<file path="src/rtl/frog_pkg.sv">
// Shared definitions for the frog input conditioner: per-button FSM encoding,
// button bit positions and a constant helper for counter sizing.
package frog_pkg;

  typedef enum logic [1:0] {
    ST_IDLE        = 2'd0,
    ST_PRESS_CHK   = 2'd1,
    ST_HELD        = 2'd2,
    ST_RELEASE_CHK = 2'd3
  } btn_state_e;

  localparam int NUM_BTNS  = 4;
  localparam int BTN_UP    = 3;
  localparam int BTN_DOWN  = 2;
  localparam int BTN_LEFT  = 1;
  localparam int BTN_RIGHT = 0;

  function automatic int max3(input int a, input int b, input int c);
    int m;
    m = (a > b) ? a : b;
    return (m > c) ? m : c;
  endfunction

endpackage

</file>
<file path="src/rtl/btn_debounce_fsm.sv">
// One button: 2-flop synchronizer, debounce FSM and auto-repeat timer.
// move_ev is a combinational one-cycle event; the top level arbitrates and registers it.
module btn_debounce_fsm
  import frog_pkg::*;
#(
  parameter int DEBOUNCE_CYCLES = 1_000_000,
  parameter int HOLD_CYCLES     = 50_000_000,
  parameter int REPEAT_CYCLES   = 25_000_000,
  parameter int REPEAT_EN       = 1
) (
  input  logic clk,
  input  logic reset,
  input  logic btn_n,
  output logic held,
  output logic move_ev
);

  localparam int CNT_W = $clog2(max3(DEBOUNCE_CYCLES, HOLD_CYCLES, REPEAT_CYCLES)) + 1;
  localparam logic [CNT_W-1:0] DEB_LAST  = CNT_W'(DEBOUNCE_CYCLES - 1);
  localparam logic [CNT_W-1:0] HOLD_LAST = CNT_W'(HOLD_CYCLES - 1);
  localparam logic [CNT_W-1:0] REP_LAST  = CNT_W'(REPEAT_CYCLES - 1);

  function automatic logic [CNT_W-1:0] sat_inc(input logic [CNT_W-1:0] v);
    return (&v) ? v : v + 1'b1;
  endfunction

  logic [1:0]       sync_q;
  logic             pressed;
  btn_state_e       state_q, state_d;
  logic [CNT_W-1:0] deb_cnt_q, deb_cnt_d;
  logic [CNT_W-1:0] rep_cnt_q, rep_cnt_d;
  logic             rep_periodic_q, rep_periodic_d;

  always_ff @(posedge clk) begin
    // NOTE: reset parks the synchronizer at the released level (1), so a
    // button held through reset is seen as a fresh press afterwards.
    if (reset) sync_q <= 2'b11;
    else       sync_q <= {sync_q[0], btn_n};
  end

  assign pressed = ~sync_q[1];

  always_ff @(posedge clk) begin
    // NOTE: non-blocking assignments so every flop samples pre-edge values.
    if (reset) begin
      state_q        <= ST_IDLE;
      deb_cnt_q      <= '0;
      rep_cnt_q      <= '0;
      rep_periodic_q <= 1'b0;
    end else begin
      state_q        <= state_d;
      deb_cnt_q      <= deb_cnt_d;
      rep_cnt_q      <= rep_cnt_d;
      rep_periodic_q <= rep_periodic_d;
    end
  end

  always_comb begin
    // NOTE: every output gets a default first so no path can infer a latch.
    state_d        = state_q;
    deb_cnt_d      = sat_inc(deb_cnt_q);
    rep_cnt_d      = rep_cnt_q;
    rep_periodic_d = rep_periodic_q;
    move_ev        = 1'b0;

    unique case (state_q)
      ST_IDLE: begin
        deb_cnt_d = '0;
        if (pressed) state_d = ST_PRESS_CHK;
      end
      ST_PRESS_CHK: begin
        if (!pressed) begin
          state_d   = ST_IDLE;
          deb_cnt_d = '0;
        end else if (deb_cnt_q >= DEB_LAST) begin
          state_d        = ST_HELD;
          deb_cnt_d      = '0;
          rep_cnt_d      = '0;
          rep_periodic_d = 1'b0;
          move_ev        = 1'b1;
        end
      end
      ST_HELD: begin
        // Repeat timer only advances in HELD; a release bounce freezes it.
        deb_cnt_d = '0;
        rep_cnt_d = sat_inc(rep_cnt_q);
        if (REPEAT_EN != 0 && rep_cnt_q == (rep_periodic_q ? REP_LAST : HOLD_LAST)) begin
          move_ev        = 1'b1;
          rep_cnt_d      = '0;
          rep_periodic_d = 1'b1;
        end
        if (!pressed) state_d = ST_RELEASE_CHK;
      end
      ST_RELEASE_CHK: begin
        if (pressed) begin
          state_d   = ST_HELD;
          deb_cnt_d = '0;
        end else if (deb_cnt_q >= DEB_LAST) begin
          state_d   = ST_IDLE;
          deb_cnt_d = '0;
        end
      end
      default: state_d = ST_IDLE;
    endcase
  end

  assign held = (state_q == ST_HELD) || (state_q == ST_RELEASE_CHK);

endmodule

</file>
<file path="src/rtl/frog_input_conditioner.sv">
// Four debounced buttons with auto-repeat, per-axis arbitration
// (up beats down, right beats left) and registered one-cycle move pulses.
module frog_input_conditioner
  import frog_pkg::*;
#(
  parameter int DEBOUNCE_CYCLES = 1_000_000,
  parameter int HOLD_CYCLES     = 50_000_000,
  parameter int REPEAT_CYCLES   = 25_000_000,
  parameter int REPEAT_EN       = 1
) (
  input  logic                clk,
  input  logic                reset,
  input  logic [NUM_BTNS-1:0] btn_n,
  output logic                mv_up,
  output logic                mv_down,
  output logic                mv_left,
  output logic                mv_right,
  output logic [NUM_BTNS-1:0] held
);

  logic [NUM_BTNS-1:0] move_ev;

  for (genvar i = 0; i < NUM_BTNS; i++) begin : g_btn
    btn_debounce_fsm #(
      .DEBOUNCE_CYCLES(DEBOUNCE_CYCLES),
      .HOLD_CYCLES    (HOLD_CYCLES),
      .REPEAT_CYCLES  (REPEAT_CYCLES),
      .REPEAT_EN      (REPEAT_EN)
    ) u_btn (
      .clk    (clk),
      .reset  (reset),
      .btn_n  (btn_n[i]),
      .held   (held[i]),
      .move_ev(move_ev[i])
    );
  end

  always_ff @(posedge clk) begin
    if (reset) begin
      mv_up    <= 1'b0;
      mv_down  <= 1'b0;
      mv_left  <= 1'b0;
      mv_right <= 1'b0;
    end else begin
      mv_up    <= move_ev[BTN_UP];
      mv_down  <= move_ev[BTN_DOWN] & ~move_ev[BTN_UP];
      mv_right <= move_ev[BTN_RIGHT];
      mv_left  <= move_ev[BTN_LEFT] & ~move_ev[BTN_RIGHT];
    end
  end

endmodule

</file>
<file path="config.mk">
export PLATFORM = sky130hd
export DESIGN_NAME = frog_input_conditioner
export DESIGN_NICKNAME = d
export VERILOG_FILES = /design/src/rtl/frog_pkg.sv /design/src/rtl/btn_debounce_fsm.sv /design/src/rtl/frog_input_conditioner.sv
export SDC_FILE = /design/constraint.sdc
export NUM_CORES = 1
export LEC_CHECK = 0
export ABC_AREA = 1
export CAP_MARGIN = 20
export CORE_MARGIN = 10
export CORE_UTILIZATION = 45
export CTS_CLUSTER_DIAMETER = 150
export DETAILED_ROUTE_END_ITERATION = 12
export DONT_BUFFER_PORTS = 1
export GPL_TIMING_DRIVEN = 1
export REMOVE_ABC_BUFFERS = 1
export SLEW_MARGIN = 20
export SYNTH_ARGS = -nofsm -noshare
export SYNTH_HDL_FRONTEND = slang
export SYNTH_SLANG_ARGS = --single-unit
</file>
<file path="constraint.sdc">
create_clock -name clk -period 5.3 [get_ports clk]
set_clock_uncertainty 0.15 [all_clocks]
set_input_delay 1.59 -clock clk [delete_from_list [all_inputs] [get_ports clk]]
set_output_delay 1.59 -clock clk [all_outputs]
set_load 0.03 [all_outputs]
</file>
Word-level counts from Yosys, hierarchy flattened
Index checks and enable logic that the tools add are counted.
- bitwise gates (word level): 4
- eq/ne operators: 48
- mux-type cells: 104
- order comparisons: 4
- reduce and logical (&&, ||, !) cells: 36
- add/subtract/negate cells: 8
- operator list (cell ; count):
    $mux W27 ; 32
    $pmux W27 S3 ; 4
    $add A27 B1 Y27 const B ; 8
    $pmux W27 S2 ; 4
    $reduce_and A27 Y1 ; 8
    $eq A27 B27 Y1 ; 4
    $ge A27 B20 Y1 const B ; 4
    $mux W26 ; 4
    $mux W2 ; 24
    $reduce_and A4 Y1 ; 12
    $pmux W2 S4 ; 4
    $mux W1 ; 24
    $ne A2 B1 Y1 const B ; 12
    $ne A3 B3 Y1 const B ; 8
    $eq A2 B2 Y1 const B ; 8
    $ne A2 B2 Y1 const B ; 8
    $pmux W1 S2 ; 8
    $ne A3 B1 Y1 const B ; 4
    $eq A2 B1 Y1 const B ; 4
    $logic_not A2 Y1 ; 4
    $reduce_bool A2 Y1 ; 4
    $reduce_or A2 Y1 ; 4
    $logic_or A1 B1 Y1 ; 4
    $and A1 B1 Y1 ; 2
    $not A1 Y1 ; 2
- logic and storage cells: 228
- register bits after elaboration: 240
- bits of input ports: 6
- output and inout bits: 8

Depth between registers and ports, before layout
Gate-level depths: netlist (run 1).
- depth in word-level cells: 6
- depth in mapped cells: 14
- mapped depth without buffers: 14

By module
Synthesis (run 1) repeated with hierarchy kept, for this count alone.
- cell total of the unflattened synthesis: 2438
- area total of the unflattened synthesis: 15391.0 sq um
- modules (own cells, without submodules) (module ; area each (sq um) ; instances ; cells each ; sequential area each (sq um)):
    btn_debounce_fsm at g_btn[0].u_btn ... ; 3831.2 ; 3 ; 615 ; 1181.1
    btn_debounce_fsm at g_btn[3].u_btn ; 3782.4 ; 1 ; 581 ; 1181.1
    frog_input_conditioner ; 115.1 ; 1 ; 12 ; 80.1

Worst setup path after synthesis (run 1)
No wires, ideal clock.
- path type: register -> output
- from: register g_btn[2].u_btn.state_q[0]
- to: output held[2]
- buffers on the path: 1
- required time: 3560 ps
- slack: 2331 ps
- arrival: 1229 ps
- stages on the path, launching flop included: 5
- cell sequence: dfxtp_1 -> inv_1 -> ha_1 -> or2_2 -> buf_4
- longest elaborated chain between the ends: 2
- elaborated cells on any way between the ends: 3
- those cells by class: eq/ne (2); reduce/logical (1)
- RTL lines (what ; line ; text):
    start: declaration ; btn_debounce_fsm.sv:29 ; btn_state_e state_q, state_d;
    start signal: assignment ; btn_debounce_fsm.sv:51 ; state_q <= state_d;
    $eq A2 B2 Y1 ; btn_debounce_fsm.sv:107 ; assign held = (state_q == ST_HELD) || (state_q == ST_RELEASE_CHK);
    $logic_or A1 B1 Y1 (*) ; btn_debounce_fsm.sv:107 ;
    end: declaration ; frog_input_conditioner.sv:18 ; output logic [NUM_BTNS-1:0] held
Mark *: on every way between the ends. The rest lies on a longest branch, timed or not.

Worst setup path in the final report (run 1)
- from: register g_btn[3].u_btn.state_q[0]
- to: output held[3]
- longest elaborated chain between the ends: 2
- elaborated cells on any way between the ends: 3
- those cells by class: eq/ne (2); reduce/logical (1)
- RTL lines (what ; line):
    start: declaration ; btn_debounce_fsm.sv:29
    start signal: assignment ; btn_debounce_fsm.sv:51
    $eq A2 B2 Y1 ; btn_debounce_fsm.sv:107
    $logic_or A1 B1 Y1 (*) ; btn_debounce_fsm.sv:107
Marked as above.

==> impl_metrics.ini, run 1 <==
[timing]
hold_slack_ns = 0.253
tightest_slew_ns = 0.916
fin_tns_setup_ns = 0
fin_crit_ns = 3.61
post-route-period-util_pct = 68.1
hold_viol_final = 0
drv_slew = 0
fmax_mhz = 277
final-setup-viol-count = 0
rsz0062_at_grt = false
maxSlewHeadroom_pct = 38.8

[worst_setup_path]
crit_path_end_kind = output port
critical_path.startpoint_type = flop
r2r-end = g_btn[0].u_btn.rep_cnt_q[21]
crit_fanout = 7
r2r_cells = 12
rr_startpoint = g_btn[0].u_btn.rep_cnt_q[0]
critPathKind = flop to output port
r2r_slack_ns = 2.00
critPathArrivalTime_ns = 1.87
required_ns = 3.56

[place]
place_area_um2 = 15600
gp_congestion = 0.935
port_buffers = 0
dp_hpwl_mm = 26.7

[global_route]
antenna_found_initial = 0
grt_start_max_net_pins = 107
grt_pass1_wl_mm = 65.1
overflow = 0
first_global_vias = 13700
grt.total_usage_pct = 17.9

[clock_network]
htreeDepth = 1
cts_tree = yes
cts.reportedPaths.clkPinSlew_ns = 0.06
cts_setup_buffers = 0
cts_buffer_depth = 3
cts_root_buffer = clkbuf_16
cts_buffers = 28
clock_latency_ns = 0.56
ctsHoldBuffers = 0
cts_resized = 0
clock-sinks = 240

[yosys]
ys_seq_area_share_pct = 31.3
yosys-top-cells-area = dfxtp_1 (31%), nand2_1 (15%), nor2_1 (9.3%)
synth_top_area_share_pct = 31.3
synth_simple_gate_area_share_pct = 43.3
synth_compound_gate_area_share_pct = 6.85
syn_area_um2 = 15400
synth-adder-area-share_pct = 2.60
avgSynthCellArea_um2 = 6.30
syn_inst = 2440
ys_seq_elements = 240
synthXorXnorAreaFrac_pct = 5.75
yosysWarnings = 0
yosys.area.top_type = dfxtp_1
synth_cell_types = 46
muxShareOfSynthArea_pct = 0
synth_top_family_by_area = simple AND/OR/NAND/NOR gates

[routing]
antenna_left = 0
wirelength_mm = 37.8
via_per_inst = 5.10
dr.pass1.iters = 5
wl_per_cell_um = 13.1
drtIter0Drc = 781
drc_errors = 0
via_count = 14700

[floorplanning]
rows = 67
ioPinCount = 14
die_w_um = 205
die_area_um2 = 42000
coreArea_um2 = 33600
start_util_pct = 45.7
die_h_um = 205

[hold_path]
min_to = g_btn[1].u_btn.sync_q[1]
holdCritStartpoint = g_btn[1].u_btn.sync_q[0]
hold_depth = 1
min_path_type = flop to flop

[layout]
areaGrowthSynthToFinish_pct = 8.12
design_area_um2 = 16600
drive_gt1_share_pct = 5.59
fin_nets = 2448
n_antenna_cell = 0

[job]
cap_viol_max_count = 0

[power]
p_leak_nw = 6.07
total_power_w = 0.00487
p_per_area_nw_per_um2 = 293
ir_drop_uv = 270

[outcome]
status = complete, no violations
[sequential cells by signal, summed over array words and instances, names as in the netlist, named ones only]
name / flops
g_btn.u_btn.deb_cnt_q: 108
g_btn.u_btn.state_q: 4
mv_up: 1
mv_down: 1
mv_right: 1
g_btn.u_btn.rep_cnt_q: 108
mv_left: 1
g_btn.u_btn.rep_periodic_q: 4
g_btn.u_btn.sync_q: 8
[placed cells by master (no fill, tap or decap), types with 6 or more instances in the layout]
master and count:
nand2_1 606, nor2_1 382, inv_1 277, dfxtp_1 240, nand3_1 191, a21oi_1 130
nor3_1 115, xor2_1 82, nand4_1 75, o21ai_0 41, ha_1 32, clkbuf_16 29
nor3b_1 28, conb_1 28, xnor2_1 19, nand2_2 18, nor4_1 18, or2_2 17
a21oi_2 11, nand3b_1 10, inv_2 8, bufinv_16 7, clkinv_2 6
[through the flow]
stage | instances | worst slack [ns] | utilization [%]
floorplan | 2377 | 2.05 | -
global placement | 2828 | 1.92 | 46.3
detailed placement | 2828 | 1.86 | 46.3
CTS | 2880 | 1.65 | 49.4
global route | 2880 | 1.55 | 49.4
finish | 2880 | 1.69 | 49.4
[area by class of cell]
type	instances	area (um^2)
clock buffers	34	785
clock inverters	18	282
fillers	3478	17000
inverters	286	1070
multi-input cells	1851	9090
flip-flops and latches	240	4800
well taps	448	561
repair buffers	3	22.5
[logic make-up (layout without fill, tap and decap cells)]
group           Yosys count  in the layout
simple gates           1494           1494
buf+inv                 376            341
flops                   240            240
compound gates          196            196
xor+xnor                101            101
fa+ha+maj                32             32
other cells               1             28
[how the worst max path moves through the flow]
stage	from	to	slack, ns
floorplan	reset	g_btn[0].u_btn.deb_cnt_q[2]	2.05
global placement	reset	g_btn[0].u_btn.deb_cnt_q[2]	1.92
detailed placement	reset	g_btn[0].u_btn.deb_cnt_q[2]	1.86
CTS	g_btn[2].u_btn.state_q[0]	held[2]	1.65
global route	g_btn[2].u_btn.state_q[0]	held[2]	1.55
finish	g_btn[3].u_btn.state_q[0]	held[3]	1.69
[power breakdown]
part / internal (W) / switching, W
clock network: 0.00139 / 0.000814
logic: 0.000188 / 0.000505
registers: 0.00188 / 0.0000924
total: 0.00346 / 0.00141
[cell usage after synthesis (all sizes together)]
| cell | n |
|---|---|
| buf | 51 |
| clkinv | 1 |
| nand4 | 79 |
| or2 | 18 |
| o22ai | 1 |
| o21bai | 2 |
| xor2 | 82 |
| nor2 | 392 |
| nor4 | 19 |
| xnor2 | 19 |
| o21a | 3 |
| and3 | 5 |
| nand2 | 626 |
| conb | 1 |
| dfxtp | 240 |
| a31oi | 4 |
| nor3b | 29 |
| nor3 | 119 |
| inv | 285 |
| o21ai | 42 |
| ha | 32 |
| a21oi | 141 |
| nand3 | 196 |
| nand3b | 10 |
| clkbuf | 39 |
| nand2b | 1 |
| a211oi | 3 |
[critical path: stages, from the launching register on]
cell	delay (ns)
dfxtp_1	0.42
inv_1	0.13
ha_1	0.32
or2_2	0.44
[metal layers]
metal	track usage [%]	part of all wire, %	vias up	routed length, um
met2	29.5	45	263	16900
met3	2.57	3.8	59	1450
li1	-	-	7710	-
met4	4.97	2.4	0	891
met5	0	0	-	0
met1	23.9	49	6652	18500
Note: power is estimated with default switching activity, not from simulation.
==> run 2: changes to the inputs <==
==> constraint.sdc (replaced) <==
create_clock -name clk -period 3.4 [get_ports clk]
set_clock_uncertainty 0.15 [all_clocks]
set_input_delay 1.02 -clock clk [delete_from_list [all_inputs] [get_ports clk]]
set_output_delay 1.02 -clock clk [all_outputs]
set_load 0.03 [all_outputs]
==> run 2 against run 1 <==
Compared with the run above: total power up 53%; critical path depth unchanged; highest routed layer unchanged; clock power up 49%.
==> impl_metrics.ini, run 2 (synthesized netlist as in run 1, its figures left out) <==
[routing]
dr.pass1.iters = 5
antenna_left = 0
drtIter0Drc = 1027
via_per_inst = 5.09
drc_errors = 0
wl_per_cell_um = 13.3
via_count = 14700
wirelength_mm = 38.3

[timing]
final-setup-viol-count = 0
maxSlewHeadroom_pct = 50.7
tightest_slew_ns = 0.737
drv_slew = 0
post-route-period-util_pct = 90.1
fin_crit_ns = 3.06
rsz0062_at_grt = false
fmax_mhz = 326
fin_tns_setup_ns = 0
hold_viol_final = 0

[global_route]
grt_pass1_wl_mm = 66.4
overflow = 0
antenna_found_initial = 0
grt_start_max_net_pins = 107
first_global_vias = 13700
grt.total_usage_pct = 18.2

[clock_network]
cts_buffer_depth = 3
cts_resized = 0
cts_tree = yes
cts_setup_buffers = 0
cts.reportedPaths.clkPinSlew_ns = 0.06
clock-sinks = 240
cts_root_buffer = clkbuf_16
cts_buffers = 29
ctsHoldBuffers = 0
htreeDepth = 1
clock_latency_ns = 0.57

[worst_setup_path]
required_ns = 2.23
cpMaxStageDelayCell = dfxtp_1
critPathMaxStageDelay_ns = 0.45
r2r-end = g_btn[0].u_btn.rep_cnt_q[25]
rr_startpoint = g_btn[0].u_btn.rep_cnt_q[0]
critPathArrivalTime_ns = 1.89
critical_path.startpoint_type = flop
cp_cell_sequence = inv_1, ha_1, or2_2
r2r_cells = 12
r2r_slack_ns = 0.63
crit_path_end_kind = output port
critPathKind = flop to output port
crit_fanout = 7

[layout]
reg_top3 = g_btn.u_btn.deb_cnt_q (108), g_btn.u_btn.rep_cnt_q (108), g_btn.u_btn.sync_q (8)
utilization_pct = 49.6
mostFrequentLayoutCells = nand2_1 (606), nor2_1 (382), inv_1 (277), dfxtp_1 (240), nand3_1 (191)
areaGrowthSynthToFinish_pct = 8.40
layout_commonest_cell = nand2_1
fin_nets = 2461
n_antenna_cell = 0
fillCellCount = 3521
drive_gt1_share_pct = 6.01
design_area_um2 = 16700

[hold_path]
hold_depth = 1
holdCritStartpoint = g_btn[2].u_btn.sync_q[0]
min_to = g_btn[2].u_btn.sync_q[1]
min_path_type = flop to flop

[power]
p_leak_nw = 6.10
p_per_area_nw_per_um2 = 448
ir_drop_uv = 347

[floorplanning]
coreArea_um2 = 33600
start_util_pct = 45.7
die_area_um2 = 42000
die_w_um = 205
rows = 67
die_h_um = 205
ioPinCount = 14

[place]
place_area_um2 = 15600
port_buffers = 0
dp_hpwl_mm = 27.3
gp_congestion = 0.936

[outcome]
status = complete, no violations

[job]
cap_viol_max_count = 0
==> run 2: cell types whose count changed in the layout (fill, tap and decap cells not counted) <==
cell        delta
buf_4         +12
clkinv_4       +3
clkinvlp_4     -1
clkbuf_8       -1
clkbuf_1       +1
inv_6          +1
bufinv_16      -2
clkinv_2       -1
==> run 2: through the flow <==
| stage | instances | hold WS (ns) | power (W) | worst slack (ns) |
|---|---|---|---|---|
| finish | 2892 | 0.260 | 0.00747 | 0.337 |
| global route | 2892 | 0.288 | 0.00787 | 0.237 |
| CTS | 2892 | 0.263 | 0.00759 | 0.303 |
| detailed placement | 2840 | 0.249 | 0.00425 | 0.648 |
| global placement | 2840 | 0.243 | 0.00423 | 0.663 |
| floorplan | 2377 | 0.239 | 0.00390 | 0.718 |
==> run 2: area by class of cell <==
class	instances	area [um^2]	area share [%]
clock buffers	34	774	4.65
clock inverters	18	244	1.46
flip-flops and latches	240	4800	28.8
repair buffers	15	113	0.676
inverters	286	1070	6.44
multi-input cells	1851	9090	54.6
well taps	448	561	3.36
==> run 2: report_power, final <==
group	total (W)	switching (W)	internal (W)
sequential	0.00307	0.000143	0.00292
combinational	0.00111	0.000794	0.000316
clock	0.00329	0.00128	0.00201
total	0.00747	0.00222	0.00525
==> run 2: worst max path at each step <==
| stage | from | slack [ns] | depth (start not counted) | end |
|---|---|---|---|---|
| 2_1_floorplan | reset | 0.72 | 6 | g_btn[0].u_btn.deb_cnt_q[2] |
| 3_3_place_gp | g_btn[0].u_btn.rep_periodic_q | 0.66 | 9 | mv_left |
| 3_5_place_dp | g_btn[0].u_btn.rep_cnt_q[0] | 0.65 | 12 | g_btn[0].u_btn.rep_cnt_q[25] |
| 4_1_cts | g_btn[2].u_btn.state_q[0] | 0.30 | 3 | held[2] |
| 5_1_grt | g_btn[2].u_btn.state_q[0] | 0.24 | 3 | held[2] |
| 6_report | g_btn[2].u_btn.state_q[0] | 0.34 | 3 | held[2] |
==> run 2: critical path, delay by kind of cell, from the launching register on <==
family	cells	cell delay, ns
buffers and inverters	1	0.13
adder cells (fa/ha/maj)	1	0.32
flip-flops	1	0.45
AND/OR/NAND/NOR	1	0.43
==> run 2: layer usage <==
metal | vias up | GRT usage, % | wire, um
met3 | 48 | 2.26 | 1830
met5 | - | 0 | 0
met2 | 288 | 29.7 | 17100
met1 | 6655 | 25.0 | 18800
li1 | 7743 | - | -
met4 | 0 | 4.36 | 617
